$ cat src/rtl/ppu_vram_port_if.sv
// Register-interface side of the PPU memory port: one $2007 access in flight per request.
// Requests are 1-cycle pulses; ri_busy_out high means further pulses are dropped.
interface ppu_vram_port_if;
    logic [13:0] ri_addr_in;
    logic [7:0]  ri_d_in;
    logic        ri_wr_req_in;
    logic        ri_rd_req_in;
    logic [7:0]  ri_d_out;
    logic        ri_ack_out;
    logic        ri_busy_out;

    modport master (
        output ri_addr_in, ri_d_in, ri_wr_req_in, ri_rd_req_in,
        input  ri_d_out, ri_ack_out, ri_busy_out
    );

    modport slave (
        input  ri_addr_in, ri_d_in, ri_wr_req_in, ri_rd_req_in,
        output ri_d_out, ri_ack_out, ri_busy_out
    );
endinterface

$ cat src/rtl/ppu_vram_port.sv
// PPU memory port: decodes $2007 accesses to CHR / mirrored NT / palette; write ack 2 clk, read MEM_LAT+2.
// Renderer fetches own the external port; a pending register access waits (busy) until it is free.
module ppu_vram_port #(
    parameter bit MIRROR_V     = 1'b1,
    parameter int MEM_LAT      = 1,
    parameter bit CHR_WRITABLE = 1'b0
) (
    input  logic                  clk,
    input  logic                  rst_in,
    ppu_vram_port_if.slave        ri,
    input  logic                  rnd_req_in,
    input  logic [13:0]           rnd_addr_in,
    output logic [7:0]            rnd_d_out,
    output logic                  rnd_vld_out,
    input  logic [4:0]            pal_idx_in,
    output logic [5:0]            pal_d_out,
    output logic [12:0]           chr_a_out,
    input  logic [7:0]            chr_d_in,
    output logic [7:0]            chr_d_out,
    output logic                  chr_we_out,
    output logic [10:0]           nt_a_out,
    input  logic [7:0]            nt_d_in,
    output logic [7:0]            nt_d_out,
    output logic                  nt_we_out
);

    typedef enum logic [2:0] {S_IDLE, S_PEND, S_ISSUE, S_WAITD, S_PAL, S_ACK} state_t;

    localparam logic [1:0] TAG_NONE = 2'd0;
    localparam logic [1:0] TAG_RND  = 2'd1;
    localparam logic [1:0] TAG_RI   = 2'd2;

    typedef struct packed {
        logic [1:0] kind;
        logic       nt;
    } tag_t;

    function automatic logic [4:0] pal_fold(input logic [4:0] idx);
        return (idx[1:0] == 2'b00) ? {1'b0, idx[3:0]} : idx;
    endfunction

    function automatic logic [10:0] nt_map(input logic [13:0] a);
        return {(MIRROR_V ? a[10] : a[11]), a[9:0]};
    endfunction

    state_t      r_state, w_next;
    logic [13:0] r_buf_a;
    logic [7:0]  r_buf_d;
    logic        r_buf_wr;
    logic [7:0]  r_d_out;
    logic [5:0]  r_pal [32];
    logic [5:0]  r_pal_d;
    tag_t        r_pipe [MEM_LAT];
    logic [12:0] r_chr_a;
    logic [10:0] r_nt_a;

    logic        w_rnd_go, w_busy, w_capture, w_buf_pal, w_buf_nt;
    logic [4:0]  w_pal_idx;
    tag_t        w_push, w_tail;
    logic [7:0]  w_tail_d;

    // Reset gates the renderer so every output reads 0 while rst_in is low.
    assign w_rnd_go  = rnd_req_in & rst_in;
    assign w_busy    = (r_state == S_PEND) || (r_state == S_ISSUE) ||
                       (r_state == S_WAITD) || (r_state == S_PAL);
    assign w_capture = ~w_busy & (ri.ri_wr_req_in | ri.ri_rd_req_in);
    assign w_buf_pal = (r_buf_a[13:8] == 6'h3F);
    assign w_buf_nt  = r_buf_a[13] & ~w_buf_pal;
    assign w_pal_idx = pal_fold(r_buf_a[4:0]);
    assign w_tail    = r_pipe[MEM_LAT-1];
    assign w_tail_d  = w_tail.nt ? nt_d_in : chr_d_in;

    always_ff @(posedge clk or negedge rst_in) begin
        if (!rst_in) r_state <= S_IDLE;
        else         r_state <= w_next;
    end

    always_comb begin
        w_next = r_state;
        unique case (r_state)
            S_IDLE:  if (w_capture) w_next = S_PEND;
            S_PEND:  if (w_buf_pal) w_next = S_PAL;
                     else if (!w_rnd_go) w_next = S_ISSUE;
            // A renderer fetch landing on the issue cycle takes the port; retry from PEND.
            S_ISSUE: if (w_rnd_go) w_next = S_PEND;
                     else if (r_buf_wr) w_next = S_ACK;
                     else w_next = S_WAITD;
            S_WAITD: if (w_tail.kind == TAG_RI) w_next = S_ACK;
            S_PAL:   w_next = S_ACK;
            S_ACK:   w_next = w_capture ? S_PEND : S_IDLE;
            default: w_next = S_IDLE;
        endcase
    end

    always_comb begin
        chr_a_out  = r_chr_a;
        nt_a_out   = r_nt_a;
        chr_we_out = 1'b0;
        nt_we_out  = 1'b0;
        w_push     = '{kind: TAG_NONE, nt: 1'b0};
        if (w_rnd_go) begin
            w_push = '{kind: TAG_RND, nt: rnd_addr_in[13]};
            if (rnd_addr_in[13]) nt_a_out  = nt_map(rnd_addr_in);
            else                 chr_a_out = rnd_addr_in[12:0];
        end else if (r_state == S_ISSUE) begin
            if (w_buf_nt) begin
                nt_a_out  = nt_map(r_buf_a);
                nt_we_out = r_buf_wr;
            end else begin
                chr_a_out  = r_buf_a[12:0];
                chr_we_out = r_buf_wr & CHR_WRITABLE;
            end
            if (!r_buf_wr) w_push = '{kind: TAG_RI, nt: w_buf_nt};
        end
    end

    assign chr_d_out      = r_buf_d;
    assign nt_d_out       = r_buf_d;
    assign rnd_vld_out    = (w_tail.kind == TAG_RND);
    assign rnd_d_out      = rnd_vld_out ? w_tail_d : 8'h00;
    assign pal_d_out      = r_pal_d;
    assign ri.ri_d_out    = r_d_out;
    assign ri.ri_ack_out  = (r_state == S_ACK);
    assign ri.ri_busy_out = w_busy;

    always_ff @(posedge clk or negedge rst_in) begin
        if (!rst_in) begin
            r_buf_a  <= '0;
            r_buf_d  <= '0;
            r_buf_wr <= 1'b0;
            r_d_out  <= '0;
            r_pal_d  <= '0;
            r_chr_a  <= '0;
            r_nt_a   <= '0;
            for (int i = 0; i < MEM_LAT; i++) r_pipe[i] <= '0;
            for (int i = 0; i < 32; i++)      r_pal[i]  <= '0;
        end else begin
            r_chr_a   <= chr_a_out;
            r_nt_a    <= nt_a_out;
            r_pipe[0] <= w_push;
            for (int i = 1; i < MEM_LAT; i++) r_pipe[i] <= r_pipe[i-1];
            r_pal_d   <= r_pal[pal_fold(pal_idx_in)];
            if (w_capture) begin
                r_buf_a  <= ri.ri_addr_in;
                r_buf_d  <= ri.ri_d_in;
                r_buf_wr <= ri.ri_wr_req_in;
            end
            if ((r_state == S_WAITD) && (w_tail.kind == TAG_RI)) r_d_out <= w_tail_d;
            if (r_state == S_PAL) begin
                if (r_buf_wr) r_pal[w_pal_idx] <= r_buf_d[5:0];
                else          r_d_out <= {2'b00, r_pal[w_pal_idx]};
            end
        end
    end

endmodule

$ cat src/flat_wrapper.sv
// flat-port wrapper written by rule: the top's interface ports become plain ports
module ppu_vram_port_flat 
#(
    parameter bit MIRROR_V     = 1'b1,
    parameter int MEM_LAT      = 1,
    parameter bit CHR_WRITABLE = 1'b0
)
  (clk, rst_in, rnd_req_in, rnd_addr_in, rnd_d_out, rnd_vld_out, pal_idx_in, pal_d_out, chr_a_out, chr_d_in, chr_d_out, chr_we_out, nt_a_out, nt_d_in, nt_d_out, nt_we_out, ri_ri_addr_in, ri_ri_d_in, ri_ri_wr_req_in, ri_ri_rd_req_in, ri_ri_d_out, ri_ri_ack_out, ri_ri_busy_out);
  ppu_vram_port_if ri_i ();
  input  logic clk;
  input  logic rst_in;
  input  logic rnd_req_in;
  input  logic [13:0] rnd_addr_in;
  output logic [7:0] rnd_d_out;
  output logic rnd_vld_out;
  input  logic [4:0] pal_idx_in;
  output logic [5:0] pal_d_out;
  output logic [12:0] chr_a_out;
  input  logic [7:0] chr_d_in;
  output logic [7:0] chr_d_out;
  output logic chr_we_out;
  output logic [10:0] nt_a_out;
  input  logic [7:0] nt_d_in;
  output logic [7:0] nt_d_out;
  output logic nt_we_out;
  input wire logic [$bits(ri_i.ri_addr_in)-1:0] ri_ri_addr_in;
  input wire logic [$bits(ri_i.ri_d_in)-1:0] ri_ri_d_in;
  input wire logic [$bits(ri_i.ri_wr_req_in)-1:0] ri_ri_wr_req_in;
  input wire logic [$bits(ri_i.ri_rd_req_in)-1:0] ri_ri_rd_req_in;
  output wire logic [$bits(ri_i.ri_d_out)-1:0] ri_ri_d_out;
  output wire logic [$bits(ri_i.ri_ack_out)-1:0] ri_ri_ack_out;
  output wire logic [$bits(ri_i.ri_busy_out)-1:0] ri_ri_busy_out;
  assign ri_i.ri_addr_in = ri_ri_addr_in;
  assign ri_i.ri_d_in = ri_ri_d_in;
  assign ri_i.ri_wr_req_in = ri_ri_wr_req_in;
  assign ri_i.ri_rd_req_in = ri_ri_rd_req_in;
  assign ri_ri_d_out = ri_i.ri_d_out;
  assign ri_ri_ack_out = ri_i.ri_ack_out;
  assign ri_ri_busy_out = ri_i.ri_busy_out;
  ppu_vram_port #(.MIRROR_V(MIRROR_V), .MEM_LAT(MEM_LAT), .CHR_WRITABLE(CHR_WRITABLE)) u_core (.clk(clk), .rst_in(rst_in), .ri(ri_i), .rnd_req_in(rnd_req_in), .rnd_addr_in(rnd_addr_in), .rnd_d_out(rnd_d_out), .rnd_vld_out(rnd_vld_out), .pal_idx_in(pal_idx_in), .pal_d_out(pal_d_out), .chr_a_out(chr_a_out), .chr_d_in(chr_d_in), .chr_d_out(chr_d_out), .chr_we_out(chr_we_out), .nt_a_out(nt_a_out), .nt_d_in(nt_d_in), .nt_d_out(nt_d_out), .nt_we_out(nt_we_out));
endmodule
$ cat config.mk
export PLATFORM = sky130hd
export DESIGN_NAME = ppu_vram_port_flat
export DESIGN_NICKNAME = d
export VERILOG_FILES = /design/src/rtl/ppu_vram_port_if.sv /design/src/rtl/ppu_vram_port.sv /design/src/flat_wrapper.sv
export SDC_FILE = /design/constraint.sdc
export NUM_CORES = 1
export LEC_CHECK = 0
export ABC_CLOCK_PERIOD_IN_PS = 3300
export BUFFER_PORTS_ARGS = -buffer_cell sky130_fd_sc_hd__clkbuf_2
export CAP_MARGIN = 20
export CORE_MARGIN = 10
export CORE_UTILIZATION = 35
export DETAILED_ROUTE_END_ITERATION = 8
export GPL_ROUTABILITY_DRIVEN = 0
export SYNTH_ARGS = -nofsm -noshare
export SYNTH_HDL_FRONTEND = slang
export SYNTH_SLANG_ARGS = --single-unit
$ cat constraint.sdc
create_clock -name clk -period 3.3 [get_ports clk]
set_input_delay 0.495 -clock clk [delete_from_list [all_inputs] [get_ports clk]]
set_output_delay 0.495 -clock clk [all_outputs]
set_load 0.03 [all_outputs]
Yosys cells after proc, flatten, opt, wreduce, memory -nomap -nowiden

Cells that the tools add are included.

Bits in registers: 259
Output and inout bits: 67

Muxes and demuxes: 38
Eq/ne operators: 11
Order comparisons: 3
Bitwise logic cells: 8
Reductions and logical operators: 10

Operators by type and width:

| cell                                                                         | number |
|---|---|
| 192-bit bitwise mux                                                          | 1 |
| 6-bit binary-select mux with 5-bit select                                    | 2 |
| 13-bit 2-to-1 mux                                                            | 4 |
| 11-bit 2-to-1 mux                                                            | 4 |
| 8-bit 2-to-1 mux                                                             | 5 |
| 6-bit demux with 5-bit select                                                | 1 |
| 6-bit 2-to-1 mux                                                             | 5 |
| 3-bit 2-to-1 mux                                                             | 9 |
| 3-bit one-hot mux with 6 select lines                                        | 1 |
| 6-bit greater-or-equal comparator, second input constant                     | 2 |
| 5-bit inverter with 6-bit output                                             | 2 |
| 5-bit 2-to-1 mux                                                             | 2 |
| 3-bit by 2-bit == test with 1-bit output, second input constant              | 2 |
| 3-bit == test, second input constant                                         | 2 |
| 6-bit == test, second input constant                                         | 1 |
| 6-bit by 1-bit less-than comparator with 1-bit output, second input constant | 1 |
| 2-bit logical NOT                                                            | 2 |
| 1-bit 2-to-1 mux                                                             | 4 |
| 1-bit AND                                                                    | 3 |
| 3-bit by 1-bit == test with 1-bit output, second input constant              | 1 |
| 3-bit logical NOT                                                            | 1 |
| 1-bit logical OR                                                             | 3 |
| 3-bit != test, second input constant                                         | 1 |
| 3-bit AND reduction                                                          | 1 |
| other kinds (8)                                                              | 10 |

Logic depth before layout (Yosys ltp)

Depth after elaboration: 8
Gate-level depth with buffers: 9
Mapped depth without buffers: 6

Worst setup path before layout

Ideal clock, no wire load.

Kind: register to output
Start point: register u_core.r_state[2]
End point: output port nt_a_out[1]
Path buffers: 2
Slack: 0.817 ns
Stages on the path, launching flop included: 8
Arrival: 1.988 ns
Cell sequence: dfrtp_1 clkbuf_1 nand2b_1 or3_1 nor2_1 clkbuf_1 a22o_1 a21o_1

Cells in the longest elaborated chain, start to end: 3

RTL lines:

| element                                  | line                 | text |
|---|---|---|
| from (decl)                              | ppu_vram_port.sv:46  | `state_t r_state, w_next;` |
| from (signal assigned)                   | ppu_vram_port.sv:75  | `else r_state <= w_next;` |
| 3-bit by 2-bit == test with 1-bit output | ppu_vram_port.sv:105 | `end else if (r_state == S_ISSUE) begin` |
| 11-bit 2-to-1 mux                        | ppu_vram_port.sv:105 |  |
| 11-bit 2-to-1 mux                        | ppu_vram_port.sv:101 | `if (w_rnd_go) begin` |
| to (decl)                                | flat_wrapper.sv:22   | `output logic [10:0] nt_a_out;` |

Every way passes these cells.

Worst setup path after layout

Start point: register u_core.r_state[2]
End point: output port nt_a_out[6]

Same word-level chain as after synthesis.

==> summary.md <==
| Metric | Value |
|---|---|
| Result of the run | `finished clean` |
| Cell with the largest stage delay on the worst path | `dfrtp_2` |
| Filler instances | `3488` |
| Number of max-cap violations | `0` |
| Slew headroom | `0.3468` |
| Standby leakage power | `7.396 nW` |
| Maximum root-to-sink buffer count | `3` |
| Startpoint-to-endpoint class of the critical path | `register to output pin` |
| Distinct cells, synth | `50` |
| Post-synthesis async set-or-reset flop share | `1.000` |
| Cell area power density | `768.3 nW/um2` |
| Level count of the clock H-tree | `1` |
| Worst-Margin Slew | `0.9798 ns` |
| Drt via density | `5.396` |
| Post-place setup slack | `0.4439 ns` |
| Cells taking the most area after synthesis | `dfrtp_1, mux2_2, mux4_2` |
| Via count of the first global-routing pass | `8955` |
| Proportion of power drawn by flip-flops and latches | `0.356` |
| Final hold violations | `0` |
| Number of antenna violations at the first check in global routing | `0` |
| Effective utilization at floorplan | `0.3529` |
| Clock network power share | `0.296` |
| Routed wire length | `35.64 mm` |
| Count of TritonRoute iterations in the first routing pass | `4` |
| Count of warnings emitted by yosys | `0` |
| Register clock-pin slew on the reported worst setup and hold paths | `0.06 ns` |
| Setup TNS | `0 ns` |
| Layout cell share with drive strength beyond 1 | `0.4771` |
| Proportion of total power due to net switching | `0.3739` |
| Die Span Y | `214.2 um` |
| Port Buffers | `127` |
| Number of synthesized flops with an enable pin | `0` |
| Total routing usage reported by global routing | `0.1530` |
| Highest clock frequency the design can meet | `325.6 MHz` |
| Clock latency on the worst-skew pair | `0.56 ns` |
| Setup repair after global routing missed its margin | `false` |
| Share of total power in combinational logic | `0.348` |
| TritonCTS clock tree | `yes` |
| GR met2 Demand/Resource | `0.2571` |
| Worst Clk Skew | `0.009070 ns` |
| GR peak layer | `met2` |
| Synthesis-to-layout area growth | `16.69%` |
| Final Max Tran Viols | `0` |
| TritonCTS buffer count | `30` |
| # setup viols final | `0` |
| Data required time of the worst path | `2.80 ns` |
| Post-synth design cell area | `13200 um2` |
| CP Capture Type | `output pin` |
| Maximum number of pins on one net before global-route repair | `179` |
| Nets | `1109` |
| Synthesized instance count | `953` |
| Largest stage delay on the critical path | `0.47 ns` |
| Std-Cell Core Area | `37400 um2` |
| Die area | `45880 um2` |
| Post-layout util | `0.4118` |
| Synthesized netlist net count | `1015` |
| Type of the worst min-delay path | `input pin to asynchronous set/reset pin` |
| Number of buffer and inverter stages on the critical path | `2` |
| Worst supply voltage drop on vdd | `535.1 uV` |
| GRT overflow | `0` |
| Final worst path period need | `3.071 ns` |
| Met3 Resource Use GR | `0.01932` |
| Internal power | `7.409 mW` |
| # diodes | `0` |
| DR vias | `8537` |
| Sequential element share of the synthesized area | `0.4910` |
| Avg Cell Area, Syn | `13.85 um2` |
| Crit path arrival time | `2.58 ns` |
| Per-cell routed wire length | `22.53 um` |
| Maximum fanout along the worst path | `12` |
| Chip width | `214.2 um` |
| First-pass GRT wire length | `55.95 mm` |
| Tot Pwr | `11.83 mW` |
| Num rows | `71` |
| Area leader, netlist | `dfrtp_1` |
| Residual antenna-violating net count after detailed routing | `0` |
| Ordered list of cells on the worst path | `nand2b_1 -> or3_1 -> nor2_1 -> buf_4 -> a22o_1 -> a21o_1 -> clkbuf_2` |
| Net load switching power | `4.425 mW` |
| Detailed placer's ending HPWL | `24.34 mm` |
| Tcrit/Tclk final | `0.9307` |
| Root cell of the clock tree | `clkbuf_16` |
| Startpoint class of the critical path | `register` |
| Number of remaining DRC errors | `0` |
| Commonest register cell after synthesis | `dfrtp_1` |
| Number of clock sinks | `259` |
| Top-area cell type share of the netlist area | `0.4910` |
| Top-Level Pins | `129` |
| Number of register bits inferred by synthesis | `259` |
| Post-layout worst setup margin | `0.2288 ns` |
| Met1 Use GR | `0.2012` |
| Family with the most delay on the worst path | `simple AND/OR/NAND/NOR gates` |
| DR iter-0 viols | `588` |
## cell usage in the layout, fill, tap and decap left out, drive strengths merged, types with 6 or more instances in the layout
cell,instances
dfrtp,259
mux2,219
clkbuf,173
mux4,74
buf,43
nor2,42
mux2i,33
nand2,28
a22oi,27
a22o,25
a21o,25
a21oi,15
nand3,14
a211oi,8
a221oi,8
o21ai,8
nor3,7
nor2b,6
## cell families after synthesis
| family | after synthesis | synth area share |
|---|---|---|
| xor+xnor | 1 | 0.0006637 |
| buf+inv | 112 | 0.04199 |
| other cells | 1 | 0.0002841 |
| mux | 326 | 0.3457 |
| compound gates | 132 | 0.07451 |
| flops | 259 | 0.4910 |
| simple gates | 122 | 0.04579 |
## state kept, by name, indices dropped and copies added, names as in the netlist
name and cells:
u_core.r_pal 192, u_core.r_buf_a 14, u_core.r_chr_a 13, u_core.r_nt_a 11, u_core.chr_d_out 8, u_core.ri.ri_d_out 8
u_core.pal_d_out 6, u_core.r_pipe 3, u_core.r_state 3, u_core.r_buf_wr 1
## timing repair
action / 4_1_cts / 5_1_grt
setup buffers: 0 / 0
hold endpoints to repair: 13 / 0
hold buffers: 1 / 0
gates resized for setup: 1 / 4
setup endpoints to repair: 1 / 24
## synth_stat cells (all sizes together), types with 2 or more instances
| master | count |
|---|---|
| a211oi | 8 |
| a21o | 25 |
| a21oi | 15 |
| a221oi | 8 |
| a22o | 25 |
| a22oi | 27 |
| a311oi | 3 |
| a31o | 2 |
| a31oi | 2 |
| and2 | 3 |
| and3 | 4 |
| and4 | 3 |
| buf | 43 |
| clkbuf | 63 |
| dfrtp | 259 |
| inv | 5 |
| mux2 | 219 |
| mux2i | 33 |
| mux4 | 74 |
| nand2 | 28 |
| nand2b | 3 |
| nand3 | 14 |
| nand3b | 2 |
| nor2 | 42 |
| nor2b | 6 |
| nor3 | 7 |
| o211a | 2 |
| o211ai | 2 |
| o21a | 2 |
| o21ai | 8 |
| or2 | 4 |
| or3 | 2 |
## layout make-up
type,instances,area (um2),area share
clock inverters,8,140.1,0.009098
multi-input cells,582,6177,0.4011
clock buffers,48,909.6,0.05906
repair buffers,169,1028,0.06678
flip-flops and latches,259,6489,0.4213
well taps,511,639.4,0.04151
inverters,5,18.77,0.001219
## stage by stage
step | hold WS [ns] | instance area (um2) | cells
finish | 0.1355 | 15400 | 1582
global route | 0.1536 | 15400 | 1582
CTS | 0.1384 | 15390 | 1582
detailed placement | 0.3203 | 14330 | 1525
global placement | 0.3209 | 14330 | 1525
floorplan | 0.1994 | 13200 | 953
## routing by layer
| layer | part of all wire | vias to the layer above |
|---|---|---|
| met3 | 0.037 | 62 |
| met4 | 0.029 | 0 |
| met1 | 0.43 | 4509 |
| li1 | - | 3784 |
| met5 | 0 | - |
| met2 | 0.50 | 182 |
## worst paths after layout
check,startpoint,to,slack (ns),cells after the start
min in group clk,ri_ri_d_in[5],u_core.chr_d_out[5],0.16,2
max in group asynchronous,rst_in,u_core.r_pal[89],1.55,3
setup reg to reg,u_core.r_buf_a[1],u_core.r_pal[102],0.67,5
hold / removal,rst_in,u_core.r_nt_a[4],0.14,2
setup / recovery,u_core.r_state[2],nt_a_out[6],0.23,7
hold reg to reg,u_core.r_pal[47],u_core.r_pal[47],0.37,0
## power groups by stage
stage / clock (mW) / sequential, mW / combinational [mW]
final: 3.50 / 4.21 / 4.12
after detailed placement: 0 / 4.26 / 4.15
after floorplan: 0 / 4.19 / 2.83
after global placement: 0 / 4.24 / 4.10
after CTS: 3.59 / 4.21 / 4.17
after global routing: 3.71 / 4.29 / 4.42
No activity file was read; power rests on OpenSTA's default activity.
